===== config.mk =====
export PLATFORM = sky130hd
export DESIGN_NAME = uart_rx_sipo_flat
export DESIGN_NICKNAME = d
export VERILOG_FILES = /design/src/rtl/uart_rx_sipo_if.sv /design/src/rtl/uart_rx_sipo.sv /design/src/flat_wrapper.sv
export SDC_FILE = /design/constraint.sdc
export NUM_CORES = 1
export LEC_CHECK = 0
export BUFFER_PORTS_ARGS = -buffer_cell sky130_fd_sc_hd__buf_4
export CAP_MARGIN = 20
export CORE_MARGIN = 2
export CORE_UTILIZATION = 41
export CTS_BUF_LIST = sky130_fd_sc_hd__clkbuf_4 sky130_fd_sc_hd__clkbuf_8
export CTS_CLUSTER_SIZE = 10
export DETAILED_ROUTE_END_ITERATION = 10
export PLACE_DENSITY_LB_ADDON = 0.05
export RECOVER_POWER = 50
export SLEW_MARGIN = 10
export SYNTH_ARGS = -nofsm -noshare
export SYNTH_HDL_FRONTEND = slang
export SYNTH_SLANG_ARGS = --single-unit

===== constraint.sdc =====
create_clock -name clk -period 2.1 [get_ports clk]
set_clock_uncertainty 0.05 [all_clocks]
set_input_delay 0.105 -clock clk [delete_from_list [all_inputs] [get_ports clk]]
set_output_delay 0.105 -clock clk [all_outputs]
set_load 0.02 [all_outputs]

===== src/rtl/uart_rx_sipo_if.sv =====
// rtl/uart_rx_sipo_if.sv - serial line and parallel byte bundle for the 8N1 receiver
//
// Signals:
//   rxd         serial line into the receiver, idles high
//   data_out    last byte received with a good stop bit
//   data_valid  one-cycle strobe when data_out updates
//   frame_err   one-cycle strobe when a stop bit is sampled low
//   busy        receiver is inside a frame
// Modports:
//   master  the receiver (consumes rxd, drives the byte side)
//   slave   the pin driver / byte consumer
interface uart_rx_sipo_if;
    logic       rxd;
    logic [7:0] data_out;
    logic       data_valid;
    logic       frame_err;
    logic       busy;

    modport master (
        input  rxd,
        output data_out,
        output data_valid,
        output frame_err,
        output busy
    );

    modport slave (
        output rxd,
        input  data_out,
        input  data_valid,
        input  frame_err,
        input  busy
    );
endinterface


===== src/rtl/uart_rx_sipo.sv =====
// rtl/uart_rx_sipo.sv - 8N1 UART receive deserializer with midpoint sampling
//
// Ports:
//   clk   system clock, rising edge
//   rst   synchronous active-low reset
//   bus   uart_rx_sipo_if.master: rxd in; data_out, data_valid, frame_err, busy out
// Parameter:
//   CLKS_PER_BIT  clocks per bit period, even and >= 4
module uart_rx_sipo #(
    parameter int CLKS_PER_BIT = 16
) (
    input  logic          clk,
    input  logic          rst,
    uart_rx_sipo_if.master bus
);

    localparam int CW = (CLKS_PER_BIT > 2) ? $clog2(CLKS_PER_BIT) : 1;
    localparam logic [CW-1:0] HALF_M1 = CW'(CLKS_PER_BIT / 2 - 1);
    localparam logic [CW-1:0] FULL_M1 = CW'(CLKS_PER_BIT - 1);

    typedef enum logic [1:0] {
        IDLE  = 2'd0,
        START = 2'd1,
        DATA  = 2'd2,
        STOP  = 2'd3
    } state_t;

    state_t        state, state_nx;
    logic          s1, rx_s;
    logic [CW-1:0] cnt, cnt_nx;
    logic [2:0]    bit_idx, bit_idx_nx;
    logic [7:0]    shift, shift_nx;
    logic          armed, armed_nx;
    logic [7:0]    data_q, data_nx;
    logic          valid_q, valid_nx;
    logic          err_q, err_nx;

    // Two-flop synchronizer; resets to the idle (high) line level so a
    // reset never looks like a falling start edge.
    always_ff @(posedge clk) begin
        if (!rst) begin
            s1   <= 1'b1;
            rx_s <= 1'b1;
        end else begin
            s1   <= bus.rxd;
            rx_s <= s1;
        end
    end

    always_ff @(posedge clk) begin
        if (!rst) begin
            state   <= IDLE;
            cnt     <= '0;
            bit_idx <= 3'd0;
            shift   <= 8'h00;
            armed   <= 1'b0;
            data_q  <= 8'h00;
            valid_q <= 1'b0;
            err_q   <= 1'b0;
        end else begin
            state   <= state_nx;
            cnt     <= cnt_nx;
            bit_idx <= bit_idx_nx;
            shift   <= shift_nx;
            armed   <= armed_nx;
            data_q  <= data_nx;
            valid_q <= valid_nx;
            err_q   <= err_nx;
        end
    end

    always_comb begin
        state_nx   = state;
        cnt_nx     = cnt;
        bit_idx_nx = bit_idx;
        shift_nx   = shift;
        armed_nx   = armed;
        data_nx    = data_q;
        valid_nx   = 1'b0;
        err_nx     = 1'b0;

        case (state)
            IDLE: begin
                // Arming needs a high line first, so a held-low break
                // after a frame error cannot start a new frame.
                if (rx_s) begin
                    armed_nx = 1'b1;
                end else if (armed) begin
                    state_nx = START;
                    cnt_nx   = '0;
                    armed_nx = 1'b0;
                end
            end

            START: begin
                if (cnt == HALF_M1) begin
                    cnt_nx = '0;
                    if (!rx_s) begin
                        state_nx   = DATA;
                        bit_idx_nx = 3'd0;
                    end else begin
                        // Line went back high before mid-start: glitch.
                        state_nx = IDLE;
                    end
                end else begin
                    cnt_nx = cnt + 1'b1;
                end
            end

            DATA: begin
                if (cnt == FULL_M1) begin
                    cnt_nx            = '0;
                    shift_nx[bit_idx] = rx_s;
                    if (bit_idx == 3'd7) begin
                        state_nx = STOP;
                    end else begin
                        bit_idx_nx = bit_idx + 3'd1;
                    end
                end else begin
                    cnt_nx = cnt + 1'b1;
                end
            end

            STOP: begin
                if (cnt == FULL_M1) begin
                    cnt_nx   = '0;
                    state_nx = IDLE;
                    if (rx_s) begin
                        data_nx  = shift;
                        valid_nx = 1'b1;
                    end else begin
                        err_nx = 1'b1;
                    end
                end else begin
                    cnt_nx = cnt + 1'b1;
                end
            end

            default: begin
                state_nx = IDLE;
                cnt_nx   = '0;
            end
        endcase
    end

    assign bus.data_out   = data_q;
    assign bus.data_valid = valid_q;
    assign bus.frame_err  = err_q;
    assign bus.busy       = (state != IDLE);

endmodule


===== src/flat_wrapper.sv =====
// flat-port wrapper written by rule: the top's interface ports become plain ports
module uart_rx_sipo_flat 
#(
    parameter int CLKS_PER_BIT = 16
)
  (clk, rst, bus_rxd, bus_data_out, bus_data_valid, bus_frame_err, bus_busy);
  uart_rx_sipo_if bus_i ();
  input  logic clk;
  input  logic rst;
  input wire logic [$bits(bus_i.rxd)-1:0] bus_rxd;
  output wire logic [$bits(bus_i.data_out)-1:0] bus_data_out;
  output wire logic [$bits(bus_i.data_valid)-1:0] bus_data_valid;
  output wire logic [$bits(bus_i.frame_err)-1:0] bus_frame_err;
  output wire logic [$bits(bus_i.busy)-1:0] bus_busy;
  assign bus_i.rxd = bus_rxd;
  assign bus_data_out = bus_i.data_out;
  assign bus_data_valid = bus_i.data_valid;
  assign bus_frame_err = bus_i.frame_err;
  assign bus_busy = bus_i.busy;
  uart_rx_sipo #(.CLKS_PER_BIT(CLKS_PER_BIT)) u_core (.clk(clk), .rst(rst), .bus(bus_i));
endmodule

==> impl_results.md <==
- Total grt overflow: 0
- Layout Nets: 169
- Leak Pwr: 0.528 nW
- Gp weighted congestion: 0.811
- DR WL/cell: 12.6 um
- Initial DRT Pass Iterations: 4
- Worst Path Max Fanout: 7
- Die area: 3880 sq um
- Slowest-stage cell, CP: dfxtp_1
- CP Cell Sequence: ha_1 > nand3_1 > a2bb2oi_1 > and3_1 > o21a_1
- Worst slew pin tran: 0.413 ns
- WP data required: 2.32 ns
- Cell area after synthesis: 1390 sq um
- Status: finished, final reports clean
- Die width: 62.3 um
- Cell count after synthesis: 148
- Mean Syn Cell Area: 9.41 sq um
- Slowest stage delay, CP: 0.42 ns
- First-pass GRT wire length: 4660 um
- Cell count after placement: 201
- Synth-to-Final Area Change: 11.0%
- Post-CTS Resized: 0
- Buf+Inv Stages, Crit Path: 0
- DRC Markers: 0
- R2R Setup Slk: 0.31 ns
- Max clock buf depth: 2
- Post-synthesis sequential area ratio: 0.431
- Pin count of the biggest net entering global routing: 33
- Startpoint types: register
- DPL Wire Length: 1750 um
- Row count: 21
- Routed vias: 1,043
- H-tree depth: 2
- Initial antenna violation count: 0
- Worst Setup End Kind: register
- Warning count from the yosys run: 0
- CTS clock-pin slew for the worst setup and hold paths: 0.09 ns
- CTS root buffer: clkbuf_4
- Setup CP Type: reg -> reg
- Core Footprint: 3310 sq um
- Max Clk Rate: 0.557 GHz
- Final Setup Violations: 0
- CP delay by family, top: compound AO/OA/AOI/OAI gates
- Min cycle time layout: 1.79 ns
- Total negative slack: 0 ns
- Fillcell total: 354
- Yosys cell types: 32
- Fin. Hold Viols: 0
- Post-DRT Antenna Nets: 0
- TritonCTS buffer count: 5
- Net Count, Synth: 154
- Clock Latency Late Sink: 0.32 ns
- Layout cells sized above 1: 0.0741
- Drt total wl: 2610 um
- CTS tree: done
- Vias in the first global route: 1,024
- Die Y: 62.3 um
- Ant diodes: 0
- Period utilization: 0.854
- Synth Register Bits: 30
- Final count of pins violating max slew: 0
- Total GRT Usage: 0.154
- Initial DRC count: 13
- Num Clock Sinks: 30
- Vias per std cell: 5.01
- Max_slew headroom: 0.724
- Unrepaired setup endpoints after global routing: no
- Hold WC Path Type: in -> reg
- Initial Util: 0.421
- Power density over cell area: 609 nW/um^2
- Finished Layout Cells: 208
- Worst EP arrival: 2.02 ns
- Max VDD drop: 307 uV
- Number of buffers added on ports: 13
- Max-cap violations: 0
- I/O pin count: 14
[through the flow]
stage / setup slack [ns] / util / cell area, sq um / power [mW] / hold WS, ns
final: 0.306 / 0.467 / 1550 / 0.941 / 0.0590
after detailed placement: 0.329 / 0.461 / 1530 / 0.618 / 0.243
after global placement: 0.355 / 0.461 / 1530 / 0.616 / 0.244
after floorplan: 0.573 / - / 1390 / 0.608 / 0.128
after global routing: 0.0946 / 0.467 / 1550 / 0.992 / 0.0682
after CTS: 0.303 / 0.479 / 1590 / 0.957 / 0.0463
[layer usage]
metal  vias to the layer above  track usage  part of all wire
li1                        541            -                 -
met1                       480        0.197              0.50
met2                        17        0.235              0.44
met3                         5       0.0562             0.037
met4                         0       0.0667             0.021
met5                         -            0                 0
[cells by family (layout without fill, tap and decap cells)]
kind of cell / Yosys count / count (layout) / share of synthesized area
buf+inv: 12 / 26 / 0.0377
mux: 18 / 18 / 0.129
fa+ha+maj: 3 / 3 / 0.0270
compound gates: 17 / 17 / 0.0800
flops: 30 / 30 / 0.431
simple gates: 68 / 68 / 0.295
[what timing repair did]
action | in CTS | in global routing
setup buffers | 0 | 0
endpoints found under the hold margin | 1 | 0
hold buffers | 1 | 0
[final cells by class]
cell class              count  area [sq um]  area share
flip-flops and latches     30           601       0.389
well taps                  46          57.6      0.0372
multi-input cells         106           739       0.479
clock buffers               6          51.3      0.0332
inverters                   4          15.0     0.00972
repair buffers             16          81.3      0.0526
[where the power goes]
group | switching (mW) | internal, mW
clock network | 0.185 | 0.151
logic | 0.0149 | 0.0142
registers | 0.00340 | 0.572
total | 0.204 | 0.737
[placed cells by master (no fill, tap or decap), types with 2 or more instances in the layout]
cell type  synthesis  layout
nand4b_1           3       3
inv_1              4       4
and2_1             5       4
nand2_1            7       7
a21boi_0           4       4
mux2i_1           18      18
nand3_1            8       8
nor3_1             2       2
buf_4              1       3
nor2b_1           19      19
nand4_1            4       4
dfxtp_1           30      30
clkbuf_4           0       6
nor2_1             7       7
ha_1               3       3
nor4_1             2       2
nand2b_1           4       4
clkbuf_1           4      11
o21ai_0            6       6
o21a_1             2       2
[final timing paths]
path / endpoint / startpoint / depth (start not counted)
min: u_core.s1$_SDFF_PN1_ / rst / 2
max: u_core.state[0]$_SDFFE_PN0P_ / u_core.cnt[0]$_SDFFE_PN0P_ / 5
max reg2reg: u_core.state[0]$_SDFFE_PN0P_ / u_core.cnt[0]$_SDFFE_PN0P_ / 5
min reg2reg: u_core.rx_s$_SDFF_PN1_ / u_core.s1$_SDFF_PN1_ / 1
[flip-flops by register name, indices dropped and copies added (netlist names), named ones only]
name,cells
u_core.shift,8
u_core.bus.frame_err,1
u_core.bus.data_out,8
u_core.bus.data_valid,1
u_core.bit_idx,3
u_core.armed,1
u_core.cnt,4
u_core.s1,1
u_core.rx_s,1
u_core.state,1
[worst register-to-register path, delay by kind of cell (launching register included)]
kind	cells	cell delay [ns]
compound gates	2	0.50
fa+ha+maj	1	0.30
simple gates	2	0.47
flops	1	0.42
[cell usage after synthesis]
library cell | n | area share
nor3_1 | 2 | 0.0072
and3_1 | 1 | 0.0045
o2111ai_1 | 1 | 0.0063
nor4_1 | 2 | 0.0090
nand3_1 | 8 | 0.029
a31oi_1 | 1 | 0.0045
nor4b_2 | 1 | 0.011
nor2_1 | 7 | 0.019
nand4_1 | 4 | 0.018
ha_1 | 3 | 0.027
and3b_1 | 1 | 0.0063
a2bb2oi_1 | 1 | 0.0063
nor2_4 | 1 | 0.0081
buf_4 | 1 | 0.0054
buf_2 | 3 | 0.011
nor3b_1 | 1 | 0.0054
mux2i_1 | 18 | 0.13
nand3b_1 | 1 | 0.0054
nor2b_1 | 19 | 0.085
o21ai_0 | 6 | 0.022
nand2b_1 | 4 | 0.018
a21boi_0 | 4 | 0.022
and2_1 | 5 | 0.022
and4bb_2 | 1 | 0.0090
o21a_1 | 2 | 0.011
dfxtp_1 | 30 | 0.43
inv_1 | 4 | 0.011
nand4b_1 | 3 | 0.019
nand2_1 | 7 | 0.019
a22oi_1 | 1 | 0.0054
clkbuf_1 | 4 | 0.011
a21oi_1 | 1 | 0.0036
Power figures use the tool's default switching activity.
